<file path="src/rtl/mux_rr_scheduler.sv">
// ----------------------------------------------------------------------------
// mux_rr_scheduler
//   Round-robin burst scheduler for a shared, registered N-to-1 mux.
//   Picks an owner among the requesters, drives the mux select for the whole
//   burst and issues a per-beat grant to the owner while downstream is ready.
//   out_valid/out_src line up with the mux's registered data_out (one cycle
//   after the grant).
//
// Ports
//   clk        in   clock, all state updates on posedge
//   rst_n      in   synchronous active-low reset
//   req        in   [INPUT_COUNT] requester i has a beat on its slice
//   last       in   [INPUT_COUNT] current beat of requester i ends its burst
//   dn_ready   in   downstream accepts a beat this cycle
//   gnt        out  [INPUT_COUNT] one-hot beat accept (combinational)
//   sel        out  [SEL_W] mux select, equals registered owner
//   busy       out  high while a burst owner is selected
//   out_valid  out  mux data_out holds a valid beat this cycle
//   out_src    out  [SEL_W] requester whose beat is in data_out
// ----------------------------------------------------------------------------
module mux_rr_scheduler #(
  parameter  int INPUT_COUNT = 8,
  parameter  int BURST_MAX   = 4,
  localparam int SEL_W       = $clog2(INPUT_COUNT),
  localparam int CNT_W       = $clog2(BURST_MAX + 1)
) (
  input  logic                   clk,
  input  logic                   rst_n,
  input  logic [INPUT_COUNT-1:0] req,
  input  logic [INPUT_COUNT-1:0] last,
  input  logic                   dn_ready,
  output logic [INPUT_COUNT-1:0] gnt,
  output logic [SEL_W-1:0]       sel,
  output logic                   busy,
  output logic                   out_valid,
  output logic [SEL_W-1:0]       out_src
);

  typedef enum logic [0:0] {
    IDLE = 1'b0,
    BUSY = 1'b1
  } state_e;

  state_e           state_q, state_d;
  logic [SEL_W-1:0] owner_q, owner_d;
  logic [SEL_W-1:0] ptr_q, ptr_d;
  logic [CNT_W-1:0] cnt_q, cnt_d;
  logic             out_valid_q;
  logic [SEL_W-1:0] out_src_q;

  logic             beat_s;
  logic             end_burst_s;
  logic             pick_found_s;
  logic [SEL_W-1:0] pick_idx_s;
  logic [SEL_W:0]   cand_s;
  logic [SEL_W-1:0] owner_inc_s;

  // Round-robin pick: scan offsets from the top down so the smallest offset
  // from ptr that has a request is the one left standing.
  always_comb begin
    pick_found_s = 1'b0;
    pick_idx_s   = '0;
    cand_s       = '0;
    for (int k = INPUT_COUNT - 1; k >= 0; k--) begin
      cand_s = {1'b0, ptr_q} + (SEL_W + 1)'(k);
      if (cand_s >= (SEL_W + 1)'(INPUT_COUNT)) begin
        cand_s = cand_s - (SEL_W + 1)'(INPUT_COUNT);
      end else begin
        cand_s = cand_s;
      end
      if (req[cand_s[SEL_W-1:0]]) begin
        pick_found_s = 1'b1;
        pick_idx_s   = cand_s[SEL_W-1:0];
      end else begin
        pick_found_s = pick_found_s;
        pick_idx_s   = pick_idx_s;
      end
    end
  end

  // Beat qualification and end-of-burst detection for the current owner.
  always_comb begin
    beat_s      = (state_q == BUSY) & req[owner_q] & dn_ready;
    end_burst_s = last[owner_q] | ((cnt_q + CNT_W'(1)) == CNT_W'(BURST_MAX));
    if (owner_q == SEL_W'(INPUT_COUNT - 1)) begin
      owner_inc_s = '0;
    end else begin
      owner_inc_s = owner_q + SEL_W'(1);
    end
  end

  // One-hot grant to the owner on an accepted beat.
  always_comb begin
    gnt = '0;
    if (beat_s) begin
      gnt[owner_q] = 1'b1;
    end else begin
      gnt = '0;
    end
  end

  // Next-state logic: arbitration bubble in IDLE, beat/stall/release in BUSY.
  always_comb begin
    state_d = state_q;
    owner_d = owner_q;
    ptr_d   = ptr_q;
    cnt_d   = cnt_q;
    case (state_q)
      IDLE: begin
        if (pick_found_s) begin
          owner_d = pick_idx_s;
          cnt_d   = '0;
          state_d = BUSY;
        end else begin
          state_d = IDLE;
        end
      end
      BUSY: begin
        if (beat_s) begin
          cnt_d = cnt_q + CNT_W'(1);
          if (end_burst_s) begin
            ptr_d   = owner_inc_s;
            state_d = IDLE;
          end else begin
            state_d = BUSY;
          end
        end else if (!req[owner_q]) begin
          // Owner withdrew: release without a beat and move past it.
          ptr_d   = owner_inc_s;
          state_d = IDLE;
        end else begin
          // Back-pressure stall: everything holds.
          state_d = BUSY;
        end
      end
      default: begin
        state_d = IDLE;
      end
    endcase
  end

  // State registers with synchronous active-low reset.
  always_ff @(posedge clk) begin
    if (!rst_n) begin
      state_q     <= IDLE;
      owner_q     <= '0;
      ptr_q       <= '0;
      cnt_q       <= '0;
      out_valid_q <= 1'b0;
      out_src_q   <= '0;
    end else begin
      state_q     <= state_d;
      owner_q     <= owner_d;
      ptr_q       <= ptr_d;
      cnt_q       <= cnt_d;
      out_valid_q <= beat_s;
      out_src_q   <= owner_q;
    end
  end

  assign sel       = owner_q;
  assign busy      = (state_q == BUSY);
  assign out_valid = out_valid_q;
  assign out_src   = out_src_q;

endmodule

</file>
<file path="config.mk">
export PLATFORM = sky130hd
export DESIGN_NAME = mux_rr_scheduler
export DESIGN_NICKNAME = d
export VERILOG_FILES = /design/src/rtl/mux_rr_scheduler.sv
export SDC_FILE = /design/constraint.sdc
export NUM_CORES = 1
export LEC_CHECK = 0
export CORE_MARGIN = 3
export CORE_UTILIZATION = 34
export CTS_BUF_LIST = sky130_fd_sc_hd__clkbuf_4
export DETAILED_ROUTE_END_ITERATION = 12
export PLACE_DENSITY = 0.69
export SKIP_LAST_GASP = 1
export SYNTH_ARGS = -nofsm -noshare
export SYNTH_HDL_FRONTEND = slang
export SYNTH_SLANG_ARGS = --single-unit
export TNS_END_PERCENT = 5
</file>
<file path="constraint.sdc">
create_clock -name clk -period 3.1 [get_ports clk]
set_clock_uncertainty 0.1 [all_clocks]
set_input_delay 0.31 -clock clk [delete_from_list [all_inputs] [get_ports clk]]
set_output_delay 0.31 -clock clk [all_outputs]
set_load 0.1 [all_outputs]
</file>
==> impl_metrics.py, run 1 <==
metrics = {
    "status": {
        "status": "finished, final reports clean",
    },
    "timing": {
        "totalNegativeSetupSlack_ns": 0,
        "slew_violations": 0,
        "max_freq_mhz": 355,
        "setup_viol": 0,
        "post-route-min-period_ns": 2.82,
        "rsz0062_at_grt": "no",
        "slew_headroom_pct": 35.9,
        "period_share_pct": 91.0,
        "hold_violations": 0,
        "worstMarginPinSlew_ns": 0.959,
    },
    "min_path": {
        "hold_path.startpoint": "cnt_q[0]",
        "hold_path_end": "cnt_q[0]",
        "hold_path_class": "flop to flop",
        "worstHoldPathCells": 2,
    },
    "floorplan": {
        "die_area_mm2": 0.00582,
        "ios": 35,
        "rows": 24,
        "core_mm2": 0.00456,
        "die_h_um": 76.3,
        "die_x_um": 76.3,
        "initial_core_util_pct": 36.8,
    },
    "worst_setup_path": {
        "r2r_cells": 9,
        "worstSetupPathType": "input pin to primary output",
        "critPathCaptureType": "primary output",
        "critPathLaunchType": "input pin",
        "r2r-start": "ptr_q[1]",
        "rrSetupSlack_ns": 0.42,
        "crit_path_max_fanout": 9,
        "required_ns": 2.69,
        "r2r_end": "sel[0]",
        "arrival_ns": 2.41,
    },
    "yosys": {
        "synth_area_per_cell_um2": 8.80,
        "netlist_area_mm2": 0.00168,
        "synth_edf_count": 0,
        "ys_seq_area_share_pct": 16.7,
        "yosysUniqueCellTypes": 50,
        "synthFlopType": "dfxtp_1",
        "ys_warn_count": 0,
        "async_flop_share_pct": 0,
        "syn-num-nets": 216,
        "ys_ff_latch": 14,
        "synthCells": 191,
    },
    "cells_and_area": {
        "drive_above_1_share_pct": 27.2,
        "final_cell_mix": "clkdlybuf4s50_1, a21oi_1, mux4_2, nand2_1, buf_4",
        "fin_area_mm2": 0.00229,
        "n_fill_cell": 455,
        "final_common_cell": "clkdlybuf4s50_1",
        "insertedDiodeCount": 0,
        "syn_to_final_growth_pct": 36.3,
        "nets": 250,
    },
    "clock_network": {
        "cts_made_buffers": 3,
        "cts_root_buffer": "clkbuf_4",
        "cts_tree": "built",
        "max-clock-path-buffers": 2,
        "clock_sinks": 14,
        "clk_latency_ns": 0.28,
        "cts.clk_slew.worst_paths_ns": 0.07,
        "cts_max_level": 1,
        "cts_setup_buffers": 0,
        "cts_hold_buffers": 0,
        "cts_resized": 0,
    },
    "routing": {
        "wl_per_cell_um": 16.3,
        "via_per_inst": 5.71,
        "drtPass1Iterations": 5,
        "routed_wl_um": 4720,
        "drc_errors": 0,
        "final_antenna_net_count": 0,
        "first_iter_violations": 140,
        "vias": 1651,
    },
    "grt": {
        "grt_pass1_vias": 1581,
        "use_met2_pct": 26.2,
        "use_met3_pct": 2.60,
        "antenna_found_initial": 0,
        "grt_usage_pct": 16.5,
        "grt_max_degree": 21,
        "grt.met1_usage_pct": 24.0,
        "gr-total-overflow": 0,
        "grt_pass1_wl_um": 8000,
        "grt_busiest_layer": "met2",
    },
    "power_and_ir_drop": {
        "peakVddDrop_v": 0.000231,
        "leakagePower_nw": 0.841,
        "power.density_mw_per_mm2": 478,
    },
    "place": {
        "place.gp.congestion": 0.878,
        "post_dp_cell_area_mm2": 0.00226,
        "port_buffers": 34,
        "dp_hpwl_um": 3610,
    },
    "flow_run": {
        "drv_cap": 0,
    },
}
[critical path: stages]
cell,delay (ns)
clkdlybuf4s50_1,0.55
mux4_2,0.52
mux2_2,0.28
and2_1,0.17
nand2_1,0.08
inv_1,0.06
nand2_2,0.18
nor3_4,0.08
buf_12,0.17
[flip-flops by register name, indices dropped and copies added, names as in the netlist]
register	flops
out_valid	1
sel	3
cnt_q	3
busy	1
out_src	3
ptr_q	3
[worst max path at each step]
stage | start | end | cells after the start
6_report | req[0] | gnt[2] | 9
5_1_grt | req[0] | gnt[2] | 9
4_1_cts | req[0] | gnt[2] | 9
3_5_place_dp | req[2] | cnt_q[0] | 7
3_3_place_gp | req[0] | gnt[2] | 9
2_1_floorplan | sel[0] | gnt[2] | 9
[synthesized netlist by cell type, types with 2 or more instances]
master,instances,area [um^2]
or3_1,2,12.5
nand3b_1,3,22.5
nand2b_1,5,31.3
o22ai_1,2,12.5
nand2_1,15,56.3
a21oi_1,15,75.1
buf_2,3,15.0
nand3_1,2,10.0
a311oi_1,2,17.5
mux2_2,5,56.3
ha_1,6,75.1
o21ai_1,6,30.0
mux4_2,14,315
nor2_1,11,41.3
nor3b_1,2,15.0
mux2_1,3,33.8
inv_1,6,22.5
dfxtp_1,14,280
o221ai_1,4,35.0
a221oi_1,2,17.5
xor2_1,2,17.5
o21ai_0,6,30.0
and2_1,6,37.5
clkinv_1,2,7.51
mux4_1,2,52.6
a31oi_1,5,31.3
nor3_1,9,45.0
nor2b_1,3,18.8
clkbuf_1,7,26.3
mux2i_1,7,70.1
[report_power, final]
| part | total, mW | switching (mW) | internal, mW |
|---|---|---|---|
| clock network | 0.112 | 0.0537 | 0.0587 |
| logic | 0.722 | 0.419 | 0.303 |
| registers | 0.260 | 0.0572 | 0.203 |
[metrics by stage]
step | util, % | cells | power (mW) | hold slack (ns) | setup slack (ns)
detailed placement | 49.5 | 285 | 0.982 | 0.413 | 0.264
floorplan | - | 191 | 0.813 | 0.327 | 0.0709
global route | 50.2 | 289 | 1.17 | 0.459 | 0.155
finish | 50.2 | 289 | 1.09 | 0.420 | 0.280
global placement | 49.5 | 285 | 0.972 | 0.391 | 0.282
CTS | 50.2 | 289 | 1.10 | 0.427 | 0.254
[layout make-up]
class                   instances  area, um^2  share of cell area [%]
clock buffers                   4        30.0                    1.31
inverters                       9        33.8                    1.47
multi-input cells             156        1400                    60.9
flip-flops and latches         14         293                    12.8
well taps                      65        81.3                    3.55
repair buffers                 41         458                    20.0
[per-layer routing]
layer  vias up  part of all wire [%]
met5         -                     0
li1        816                     -
met2        36                    48
met1       795                    47
met4         0                  0.64
met3         4                   4.3
[kinds of logic after synthesis]
family	count (synthesis)	synth area share (%)
xor+xnor	3	1.56
flops	14	16.7
buf+inv	21	5.36
compound gates	53	20.7
fa+ha+maj	6	4.47
mux	31	31.4
simple gates	63	19.8
Note: power is estimated with default switching activity, not from simulation.
==> run 2: changes to the inputs <==
--- a/config.mk
+++ b/config.mk
@@ -9,7 +9,8 @@
 export CORE_UTILIZATION = 34
 export CTS_BUF_LIST = sky130_fd_sc_hd__clkbuf_4
 export DETAILED_ROUTE_END_ITERATION = 12
-export PLACE_DENSITY = 0.69
+export PLACE_DENSITY = 0.67
+export SKIP_CTS_REPAIR_TIMING = 1
 export SKIP_LAST_GASP = 1
 export SYNTH_ARGS = -nofsm -noshare
 export SYNTH_HDL_FRONTEND = slang
==> run 2 against run 1 <==
  * Clock power shrank 4%
  * Sequential power is essentially flat
  * Sequential cell count is the same
  * First-iteration DRC count grew 33%
  * Combinational power is essentially flat
  * Final cell count shrank 0.35%
  * Non-clock buffer count shrank 1
  * Cell area shrank 0.27%
  * Via count grew 0.18%
  * Routed wire length is essentially flat
  * Worst hold slack lost 0.014 ns
  * Worst setup slack gained 0.024 ns
  * Critical path type unchanged
  * Largest cell class unchanged
  * Largest power group unchanged
==> impl_metrics.py, run 2 (same netlist as run 1, synthesis figures left out) <==
metrics = {
    "power_and_ir_drop": {
        "power.density_mw_per_mm2": 477,
        "leakagePower_nw": 0.829,
        "power.total_mw": 1.09,
        "peakVddDrop_v": 0.000287,
    },
    "clock_network": {
        "cts_root_buffer": "clkbuf_4",
        "cts_tree": "built",
        "clk_latency_ns": 0.28,
        "cts_max_level": 1,
        "max-clock-path-buffers": 2,
        "cts.clk_slew.worst_paths_ns": 0.08,
        "clock_sinks": 14,
        "cts_made_buffers": 3,
    },
    "place": {
        "dp_cells": 284,
        "place.gp.congestion": 0.872,
        "dp_hpwl_um": 3600,
        "port_buffers": 34,
        "post_dp_cell_area_mm2": 0.00226,
    },
    "routing": {
        "routed_wl_um": 4710,
        "drtPass1Iterations": 4,
        "drc_errors": 0,
        "wl_per_cell_um": 16.4,
        "via_per_inst": 5.74,
        "first_iter_violations": 186,
        "vias": 1654,
        "final_antenna_net_count": 0,
    },
    "timing": {
        "post-route-min-period_ns": 2.80,
        "max_freq_mhz": 358,
        "hold_slack_ns": 0.406,
        "hold_violations": 0,
        "slew_violations": 0,
        "slew_headroom_pct": 35.0,
        "period_share_pct": 90.2,
        "rsz0062_at_grt": "no",
        "totalNegativeSetupSlack_ns": 0,
        "setup_viol": 0,
        "worstMarginPinSlew_ns": 0.972,
    },
    "min_path": {
        "hold_path_class": "flop to flop",
        "hold_path.startpoint": "cnt_q[0]",
    },
    "worst_setup_path": {
        "critPathCaptureType": "primary output",
        "crit_chain": "clkdlybuf4s50_1 > mux4_2 > mux2_2 > and2_1 > nand2_1 > inv_1 > nand2_2 > nor3_4 > buf_12",
        "startpoint": "req[5]",
        "required_ns": 2.69,
        "worstSetupPathType": "input pin to primary output",
        "crit_slowest_cell": "clkdlybuf4s50_1",
        "crit_buf_inv": 3,
        "crit_path_max_fanout": 9,
        "critPathLaunchType": "input pin",
        "arrival_ns": 2.39,
        "max_stage_delay_ns": 0.54,
        "path_delay_family": "multiplexers",
        "r2r-start": "ptr_q[0]",
    },
    "floorplan": {
        "die_x_um": 76.3,
        "rows": 24,
        "die_h_um": 76.3,
        "ios": 35,
        "core_mm2": 0.00456,
        "initial_core_util_pct": 36.8,
        "die_area_mm2": 0.00582,
    },
    "cells_and_area": {
        "register_area_um2": 293,
        "fin_area_mm2": 0.00228,
        "multiInputGateArea_mm2": 0.00140,
        "nets": 249,
        "n_fill_cell": 440,
        "final_common_cell": "clkdlybuf4s50_1",
        "syn_to_final_growth_pct": 36.0,
        "insertedDiodeCount": 0,
        "drive_above_1_share_pct": 25.6,
        "final_cell_mix": "clkdlybuf4s50_1, a21oi_1, mux4_2, nand2_1",
        "instances_no_fill": 288,
    },
    "grt": {
        "gr-total-overflow": 0,
        "antenna_found_initial": 0,
        "grt_usage_pct": 16.5,
        "grt_max_degree": 21,
        "grt_pass1_wl_um": 8090,
        "grt_pass1_vias": 1606,
    },
    "status": {
        "status": "finished, final reports clean",
    },
    "flow_run": {
        "drv_cap": 0,
    },
}
-- run 2: cell count changes in the layout (fill, tap and decap cells not counted), sizes merged --
| cell | previous run | this run |
|---|---|---|
| clkdlybuf4s50 | 20 | 22 |
| clkbuf | 4 | 3 |
| clkinv | 2 | 3 |
| buf | 21 | 18 |
-- run 2: worst min-delay path: cells and delay by family, from the launching register on --
family | cells | cell delay [ns]
flip-flops | 1 | 0.33
AO/OA/AOI/OAI | 1 | 0.05
AND/OR/NAND/NOR | 1 | 0.08
-- run 2: through the flow --
| stage | util, % | worst slack, ns |
|---|---|---|
| floorplan | - | 0.0709 |
| global placement | 49.5 | 0.294 |
| detailed placement | 49.5 | 0.284 |
| CTS | 50.1 | 0.305 |
| global route | 50.1 | 0.166 |
| finish | 50.1 | 0.305 |
-- run 2: report_power, final --
group	switching, mW	internal (mW)
combinational	0.419	0.305
clock	0.0601	0.0467
sequential	0.0563	0.203
-- run 2: final timing paths --
check | to | slack, ns | cells past startpoint
min | cnt_q[0] | 0.41 | 2
max reg2reg | sel[1] | 0.39 | 10
min reg2reg | cnt_q[0] | 0.41 | 2
max | gnt[2] | 0.30 | 9
-- run 2: layout make-up --
class | count | area share, %
Multi-Input combinational cell | 156 | 61.1
Inverter | 9 | 1.48
Clock buffer | 3 | 0.986
Sequential cell | 14 | 12.8
Tap cell | 65 | 3.56
Clock inverter | 1 | 0.164
Timing Repair Buffer | 40 | 19.9
-- run 2: metal layers --
metal,vias up,part of all wire (%),track usage (%)
met2,40,47,25.8
met3,2,5.0,3.43
met4,0,0.45,2.36
met5,-,0,0
met1,792,47,23.7
li1,820,-,-
